--- src/rtl/i2c_slave_responder.sv ---
// ---------------------------------------------------------------------------
// i2c_slave_responder
//
// I2C target that serves a small internal register file. SCL/SDA are
// oversampled on pclk; START, STOP and repeated START are recognised in any
// state. A write carries one register-address byte followed by data bytes,
// which are stored at an auto-incrementing pointer. A read streams bytes
// from the current pointer until the master NACKs.
//
// Optional feature (compile-time macro I2C_SLAVE_GENERAL_CALL_EN):
//   When defined, general-call address 7'h00 (write) is ACKed. A following
//   byte 8'h06 is ACKed and clears the register file and the pointer. Any
//   other byte is NACKed. When undefined, 7'h00 is an ordinary mismatch.
//
// Ports
//   pclk      system clock, at least 8x SCL
//   areset    asynchronous active-low reset
//   scl_i     SCL bus level (asynchronous)
//   sda_i     SDA bus level (asynchronous)
//   sda_oe    1 = pull SDA low, 0 = release
//   busy      high from START to STOP, for any address
//   wr_valid  one-cycle pulse per written data byte
//   wr_addr   register index of that write
//   wr_data   byte written
//   rd_nack   one-cycle pulse when the master NACKs a read byte
// ---------------------------------------------------------------------------
module i2c_slave_responder #(
  parameter logic [6:0] SLAVE_ADDR = 7'h50,
  parameter int         NO_OF_REG  = 4,
  parameter int         DATA_WIDTH = 8,
  parameter bit         MSB_FIRST  = 1'b1
) (
  input  logic                  pclk,
  input  logic                  areset,
  input  logic                  scl_i,
  input  logic                  sda_i,
  output logic                  sda_oe,
  output logic                  busy,
  output logic                  wr_valid,
  output logic [7:0]            wr_addr,
  output logic [DATA_WIDTH-1:0] wr_data,
  output logic                  rd_nack
);

  localparam int PTR_W = (NO_OF_REG > 1) ? $clog2(NO_OF_REG) : 1;

  localparam logic [3:0] ST_IDLE      = 4'd0;
  localparam logic [3:0] ST_ADDR      = 4'd1;
  localparam logic [3:0] ST_ADDR_ACK  = 4'd2;
  localparam logic [3:0] ST_REG       = 4'd3;
  localparam logic [3:0] ST_REG_ACK   = 4'd4;
  localparam logic [3:0] ST_WDATA     = 4'd5;
  localparam logic [3:0] ST_WDATA_ACK = 4'd6;
  localparam logic [3:0] ST_RDATA     = 4'd7;
  localparam logic [3:0] ST_RACK      = 4'd8;
  localparam logic [3:0] ST_IGNORE    = 4'd9;

  // -------------------------------------------------------------------------
  // Input conditioning: two synchronizer flops plus one history flop per line.
  // Flops reset to 1 (idle bus level) so reset release never fakes a START.
  // -------------------------------------------------------------------------
  logic scl_s1, scl_s2, scl_d;
  logic sda_s1, sda_s2, sda_d;

  always_ff @(posedge pclk or negedge areset) begin
    if (!areset) begin
      scl_s1 <= 1'b1;
      scl_s2 <= 1'b1;
      scl_d  <= 1'b1;
      sda_s1 <= 1'b1;
      sda_s2 <= 1'b1;
      sda_d  <= 1'b1;
    end else begin
      // NOTE: non-blocking assignments make the flop chain shift one stage per
      // clock; blocking ones would collapse it into a single flop.
      scl_s1 <= scl_i;
      scl_s2 <= scl_s1;
      scl_d  <= scl_s2;
      sda_s1 <= sda_i;
      sda_s2 <= sda_s1;
      sda_d  <= sda_s2;
    end
  end

  logic scl_rise, scl_fall, start_evt, stop_evt;
  assign scl_rise  =  scl_s2 & ~scl_d;
  assign scl_fall  = ~scl_s2 &  scl_d;
  assign start_evt =  scl_s2 & scl_d & sda_d & ~sda_s2;
  assign stop_evt  =  scl_s2 & scl_d & ~sda_d & sda_s2;

  // -------------------------------------------------------------------------
  // Protocol state
  // -------------------------------------------------------------------------
  logic [3:0]            state;
  logic [2:0]            bit_cnt;
  logic [DATA_WIDTH-1:0] shift;
  logic [PTR_W-1:0]      ptr;
  logic                  rw;
  // In the *_ACK states: 0 = waiting for the fall after bit 8, 1 = ACK driven.
  // In RACK: 1 = SDA release still pending on the next fall.
  logic                  ack_phase;
  logic [DATA_WIDTH-1:0] regs [NO_OF_REG];
`ifdef I2C_SLAVE_GENERAL_CALL_EN
  logic                  gc;
`endif

  // Byte as it would stand after shifting in the current SDA sample.
  logic [DATA_WIDTH-1:0] rx_msb, rx_data;
  assign rx_msb  = {shift[DATA_WIDTH-2:0], sda_s2};
  assign rx_data = MSB_FIRST ? rx_msb : {sda_s2, shift[DATA_WIDTH-1:1]};

  logic [PTR_W-1:0] ptr_inc, reg_idx;
  assign ptr_inc = (NO_OF_REG == 1) ? '0 : ptr + 1'b1;
  assign reg_idx = (NO_OF_REG == 1) ? '0 : rx_msb[PTR_W-1:0];

  logic [DATA_WIDTH-1:0] rd_word;
  logic                  rd_first, tx_bit;
  assign rd_word  = regs[ptr];
  assign rd_first = MSB_FIRST ? rd_word[DATA_WIDTH-1] : rd_word[0];
  assign tx_bit   = MSB_FIRST ? shift[DATA_WIDTH-1]   : shift[0];

  always_ff @(posedge pclk or negedge areset) begin
    if (!areset) begin
      state     <= ST_IDLE;
      bit_cnt   <= '0;
      shift     <= '0;
      ptr       <= '0;
      rw        <= 1'b0;
      ack_phase <= 1'b0;
      sda_oe    <= 1'b0;
      busy      <= 1'b0;
      wr_valid  <= 1'b0;
      wr_addr   <= '0;
      wr_data   <= '0;
      rd_nack   <= 1'b0;
`ifdef I2C_SLAVE_GENERAL_CALL_EN
      gc        <= 1'b0;
`endif
      // NOTE: the register file is part of the architectural reset state
      // (software expects zeros after reset), so it is cleared here rather
      // than left as an unreset RAM.
      for (int i = 0; i < NO_OF_REG; i++) regs[i] <= '0;
    end else begin
      wr_valid <= 1'b0;
      rd_nack  <= 1'b0;

      if (start_evt) begin
        state     <= ST_ADDR;
        bit_cnt   <= '0;
        ack_phase <= 1'b0;
        sda_oe    <= 1'b0;
        busy      <= 1'b1;
`ifdef I2C_SLAVE_GENERAL_CALL_EN
        gc        <= 1'b0;
`endif
      end else if (stop_evt) begin
        // A partial byte is simply abandoned: nothing is written, ptr holds.
        state     <= ST_IDLE;
        bit_cnt   <= '0;
        ack_phase <= 1'b0;
        sda_oe    <= 1'b0;
        busy      <= 1'b0;
      end else begin
        case (state)
          ST_ADDR: begin
            if (scl_rise) begin
              shift   <= rx_msb;
              bit_cnt <= bit_cnt + 3'd1;
              if (bit_cnt == 3'd7) begin
                rw <= rx_msb[0];
                if (rx_msb[7:1] == SLAVE_ADDR) begin
                  state <= ST_ADDR_ACK;
`ifdef I2C_SLAVE_GENERAL_CALL_EN
                end else if (rx_msb == 8'h00) begin
                  gc    <= 1'b1;
                  state <= ST_ADDR_ACK;
`endif
                end else begin
                  state <= ST_IGNORE;
                end
              end
            end
          end

          ST_ADDR_ACK, ST_REG_ACK, ST_WDATA_ACK: begin
            if (scl_fall) begin
              if (!ack_phase) begin
                sda_oe    <= 1'b1;
                ack_phase <= 1'b1;
              end else begin
                ack_phase <= 1'b0;
                bit_cnt   <= '0;
                sda_oe    <= 1'b0;
                if (state == ST_ADDR_ACK) begin
                  if (rw) begin
                    // First read bit goes out on this same falling edge.
                    shift  <= rd_word;
                    sda_oe <= ~rd_first;
                    state  <= ST_RDATA;
                  end else begin
                    state <= ST_REG;
                  end
                end else if (state == ST_REG_ACK) begin
`ifdef I2C_SLAVE_GENERAL_CALL_EN
                  state <= gc ? ST_IGNORE : ST_WDATA;
`else
                  state <= ST_WDATA;
`endif
                end else begin
                  state <= ST_WDATA;
                end
              end
            end
          end

          ST_REG: begin
            if (scl_rise) begin
              shift   <= rx_msb;
              bit_cnt <= bit_cnt + 3'd1;
              if (bit_cnt == 3'd7) begin
`ifdef I2C_SLAVE_GENERAL_CALL_EN
                if (gc) begin
                  if (rx_msb == 8'h06) begin
                    for (int i = 0; i < NO_OF_REG; i++) regs[i] <= '0;
                    ptr   <= '0;
                    state <= ST_REG_ACK;
                  end else begin
                    state <= ST_IGNORE;
                  end
                end else begin
                  ptr   <= reg_idx;
                  state <= ST_REG_ACK;
                end
`else
                ptr   <= reg_idx;
                state <= ST_REG_ACK;
`endif
              end
            end
          end

          ST_WDATA: begin
            if (scl_rise) begin
              shift   <= rx_data;
              bit_cnt <= bit_cnt + 3'd1;
              if (bit_cnt == 3'd7) begin
                regs[ptr] <= rx_data;
                wr_valid  <= 1'b1;
                wr_addr   <= 8'(ptr);
                wr_data   <= rx_data;
                ptr       <= ptr_inc;
                state     <= ST_WDATA_ACK;
              end
            end
          end

          ST_RDATA: begin
            if (scl_fall) begin
              sda_oe <= ~tx_bit;
            end else if (scl_rise) begin
              shift   <= MSB_FIRST ? {shift[DATA_WIDTH-2:0], 1'b0}
                                   : {1'b0, shift[DATA_WIDTH-1:1]};
              bit_cnt <= bit_cnt + 3'd1;
              if (bit_cnt == 3'd7) begin
                ack_phase <= 1'b1;
                state     <= ST_RACK;
              end
            end
          end

          ST_RACK: begin
            if (scl_fall && ack_phase) begin
              sda_oe    <= 1'b0;
              ptr       <= ptr_inc;
              ack_phase <= 1'b0;
            end else if (scl_rise && !ack_phase) begin
              if (!sda_s2) begin
                shift   <= rd_word;
                bit_cnt <= '0;
                state   <= ST_RDATA;
              end else begin
                rd_nack <= 1'b1;
                state   <= ST_IGNORE;
              end
            end
          end

          default: begin
            // IDLE and IGNORE: hands off the bus until START or STOP.
            sda_oe <= 1'b0;
          end
        endcase
      end
    end
  end

endmodule
--- config.mk ---
export PLATFORM = sky130hd
export DESIGN_NAME = i2c_slave_responder
export DESIGN_NICKNAME = d
export VERILOG_FILES = /design/src/rtl/i2c_slave_responder.sv
export SDC_FILE = /design/constraint.sdc
export NUM_CORES = 1
export LEC_CHECK = 0
export ABC_AREA = 1
export BUFFER_PORTS_ARGS = -buffer_cell sky130_fd_sc_hd__buf_2
export CORE_UTILIZATION = 54
export DETAILED_ROUTE_END_ITERATION = 16
export GPL_ROUTABILITY_DRIVEN = 0
export PLACE_DENSITY_LB_ADDON = 0.08
export SYNTH_ARGS = -nofsm -noshare
export SYNTH_HDL_FRONTEND = slang
export SYNTH_SLANG_ARGS = --single-unit
--- constraint.sdc ---
create_clock -name pclk -period 1.73 [get_ports pclk]
set_clock_uncertainty 0.05 [all_clocks]
set_input_delay 0.519 -clock pclk [delete_from_list [all_inputs] [get_ports pclk]]
set_output_delay 0.519 -clock pclk [all_outputs]
set_load 0.03 [all_outputs]
==> results.py <==
metrics = {
    "cts": {
        "clkSinkCount": 71,
        "cts-buffers-inserted": 9,
        "clkSlewWorstSetupHoldPaths_ns": 0.09,
        "cts_max_path_buffers": 2,
        "cts_max_level": 3,
        "insertion_delay_ns": 0.35,
        "cts_tree": "yes",
        "root_buffer": "clkbuf_8",
    },
    "drt": {
        "viasPerCell": 5.45,
        "wl_per_cell_um": 14.8,
        "drt-pass1-iter-count": 11,
        "vias": 3049,
        "drc": 9,
        "wl_um": 8290,
        "drt_iter0_drc": 237,
        "drt.antenna.violating_nets": 0,
    },
    "floorplanning": {
        "coreArea_um2": 6460,
        "num_io_pins": 24,
        "die_h_um": 84.3,
        "die_x_um": 84.3,
        "start_util_pct": 56.6,
        "rows": 29,
        "dieArea_um2": 7100,
    },
    "critical_path": {
        "crit_fanout": 8,
        "worst_ep_arrival_time_ns": 1.87,
        "slowest_delay_ns": 0.59,
        "path_cells": "nand2_2 > nor2_2 > inv_1 > nand2_1 > nand2_1 > nor2_4 > nand3_4 > nand2_1 > o21ai_2",
        "critPathLaunchType": "flop",
        "crit_buf_inv": 1,
        "critPathSlowestCell": "dfstp_2",
        "worstSetupEndpointType": "flop",
        "cpMostUsedCell": "nand2_1",
        "cp_top_family": "simple AND/OR/NAND/NOR gates",
        "crit_type": "reg -> reg",
        "rrSetupSlack_ns": 0.05,
        "required_ns": 1.91,
    },
    "global_route": {
        "antenna_found_initial": 0,
        "grt_pass1_wl_um": 13700,
        "grt_usage_pct": 24.9,
        "grt_max_degree": 72,
        "met2_usage_pct": 35.5,
        "grt-busiest-layer": "met1",
        "gr-total-overflow": 0,
        "met3_usage_pct": 3.83,
        "use_met1_pct": 38.0,
        "grt_pass1_vias": 2790,
    },
    "synth": {
        "mappedNetlistArea_um2": 3650,
        "yosysWarnings": 0,
        "syn_inst": 439,
        "ys_types": 31,
        "ys_ff_latch": 71,
        "ys_seq_area_share_pct": 48.8,
        "avgSynthCellArea_um2": 8.33,
    },
    "outcome": {
        "status": "finished with violations",
        "violations": "DRC",
    },
    "placed_design": {
        "dp_hpwl_um": 5550,
        "io_buffer_count": 17,
        "place_ws_ns": -0.0386,
        "place_area_um2": 3880,
        "place_inst": 540,
    },
    "timing": {
        "holdWs_ns": 0.127,
        "finalWorstSetupSlack_ns": 0.0456,
        "setup_viol": 0,
        "fmax_ghz": 0.594,
        "drv_slew": 0,
        "period_needed_ns": 1.68,
        "rsz0062_at_grt": "yes",
        "period_share_pct": 97.4,
        "finalHoldViolCount": 0,
    },
    "power": {
        "ir_worst_vdd_uv": 698,
        "p_leak_nw": 2.07,
        "p_per_area_nw_per_um2": 1440,
        "total_power_mw": 6.16,
    },
    "cells_and_area": {
        "antenna_cells": 0,
        "area_growth_pct": 17.2,
        "fin_nets": 487,
        "stdcell_area_um2": 4280,
        "finalNonFillerCells": 559,
        "drive_above_1_share_pct": 27.0,
    },
    "worst_hold_path": {
        "hp-class": "in -> async",
    },
    "job": {
        "drv_cap": 0,
    },
}
[cell usage after synthesis]
master	instances	share of area (%)
a21oi_1	6	0.82
buf_2	4	0.55
buf_4	6	1.2
buf_6	7	2.2
clkbuf_1	3	0.31
clkinv_1	2	0.21
conb_1	1	0.10
dfrtp_1	65	45
dfstp_2	6	4.3
ha_1	6	2.1
inv_1	24	2.5
inv_2	6	0.62
nand2_1	120	12
nand2_2	3	0.51
nand2_4	4	1.2
nand3_1	20	2.7
nand3_2	2	0.55
nand3_4	2	0.96
nand4_1	6	1.0
nor2_1	48	4.9
nor2_2	2	0.34
nor2_4	1	0.31
nor2_8	1	0.55
nor3_1	1	0.14
o211ai_1	3	0.62
o21ai_0	36	4.9
o21ai_1	29	4.0
o21ai_2	16	3.8
o22ai_1	7	1.2
o31ai_2	1	0.34
or2_2	1	0.17
[per-stage QoR]
stage	util, %	setup TNS, ns
2_1_floorplan	-	0
3_3_place_gp	60.0	-0.0982
3_5_place_dp	60.0	-0.778
4_1_cts	63.8	0
5_1_grt	66.3	-0.395
6_report	66.3	0
[state kept, by name (all words and copies together), names as in the netlist, 2 cells and up]
register	count
bit_cnt	3
ptr	2
regs	32
shift	8
state	4
wr_addr	2
wr_data	8
[kinds of logic (layout without fill, tap and decap cells)]
logic type                 after synthesis  in the layout  synth area share, %
and+or+nand+nor                        211            212                 25.8
buffers and inverters                   52             89                 7.53
adders and majority gates                6              6                 2.05
DFF                                     71             71                 48.8
AOI/OAI and AO/OA                       98             98                 15.7
other                                    1              6                0.103
[path summary, 6_finish.rpt]
path / end / depth (start not counted) / startpoint
max in group asynchronous: sda_d$_DFF_PN1_ / 2 / areset
min in group pclk: scl_s1$_DFF_PN1_ / 1 / scl_i
max reg2reg: shift[6]$_DFFE_PN0P_ / 9 / scl_s2$_DFF_PN1_
max: shift[6]$_DFFE_PN0P_ / 9 / scl_s2$_DFF_PN1_
min reg2reg: sda_s2$_DFF_PN1_ / 0 / sda_s1$_DFF_PN1_
min: wr_data[3]$_DFFE_PN0P_ / 2 / areset
[routing by layer]
layer | up-vias | wire (µm)
li1 | 1509 | -
met1 | 1448 | 4180
met2 | 78 | 3550
met3 | 14 | 386
met4 | 0 | 172
met5 | - | 0
[worst reg2reg max path: stages (launching register included)]
cell,delay (ns)
dfstp_2,0.59
nand2_2,0.12
nor2_2,0.13
inv_1,0.07
nand2_1,0.06
nand2_1,0.08
nor2_4,0.16
nand3_4,0.15
nand2_1,0.11
o21ai_2,0.05
[power by group]
group          total [mW]  switching [mW]  internal (mW)
sequential           2.06           0.192           1.86
clock                1.37           0.660          0.713
combinational        2.73            1.83          0.901
total                6.16            2.68           3.48
[layout by cell type, fill, tap and decap left out, types with 6 or more instances in the layout]
cell type and count:
clkbuf_8 10, inv_2 8, nor2_1 41, o22ai_1 7, buf_2 17, nand3_1 17, buf_4 21, a21oi_1 6
dfrtp_1 61, dfstp_2 6, o21ai_2 17, o21ai_0 34, nand4_1 6, nand2_1 112, conb_1 6, nand2_2 10
ha_1 6, nor2_4 6, inv_1 21, o21ai_1 30
[cell type report]
type	instances	area [µm²]
tap	77	96.3
fill	556	2170
inverter	32	129
sequential	71	1790
clock inverter	6	68.8
clock buffer	10	138
timing repair buffer	41	294
multi-input combinational	322	1770
[what timing repair did]
action                                  CTS  global route
setup buffers                             0             2
cloned                                    1             0
endpoints found under the setup margin   57            61
hold buffers                              0             0
pin swaps                                 1             2
gates resized for setup                   6            40
(Power assumes the default switching activity.)
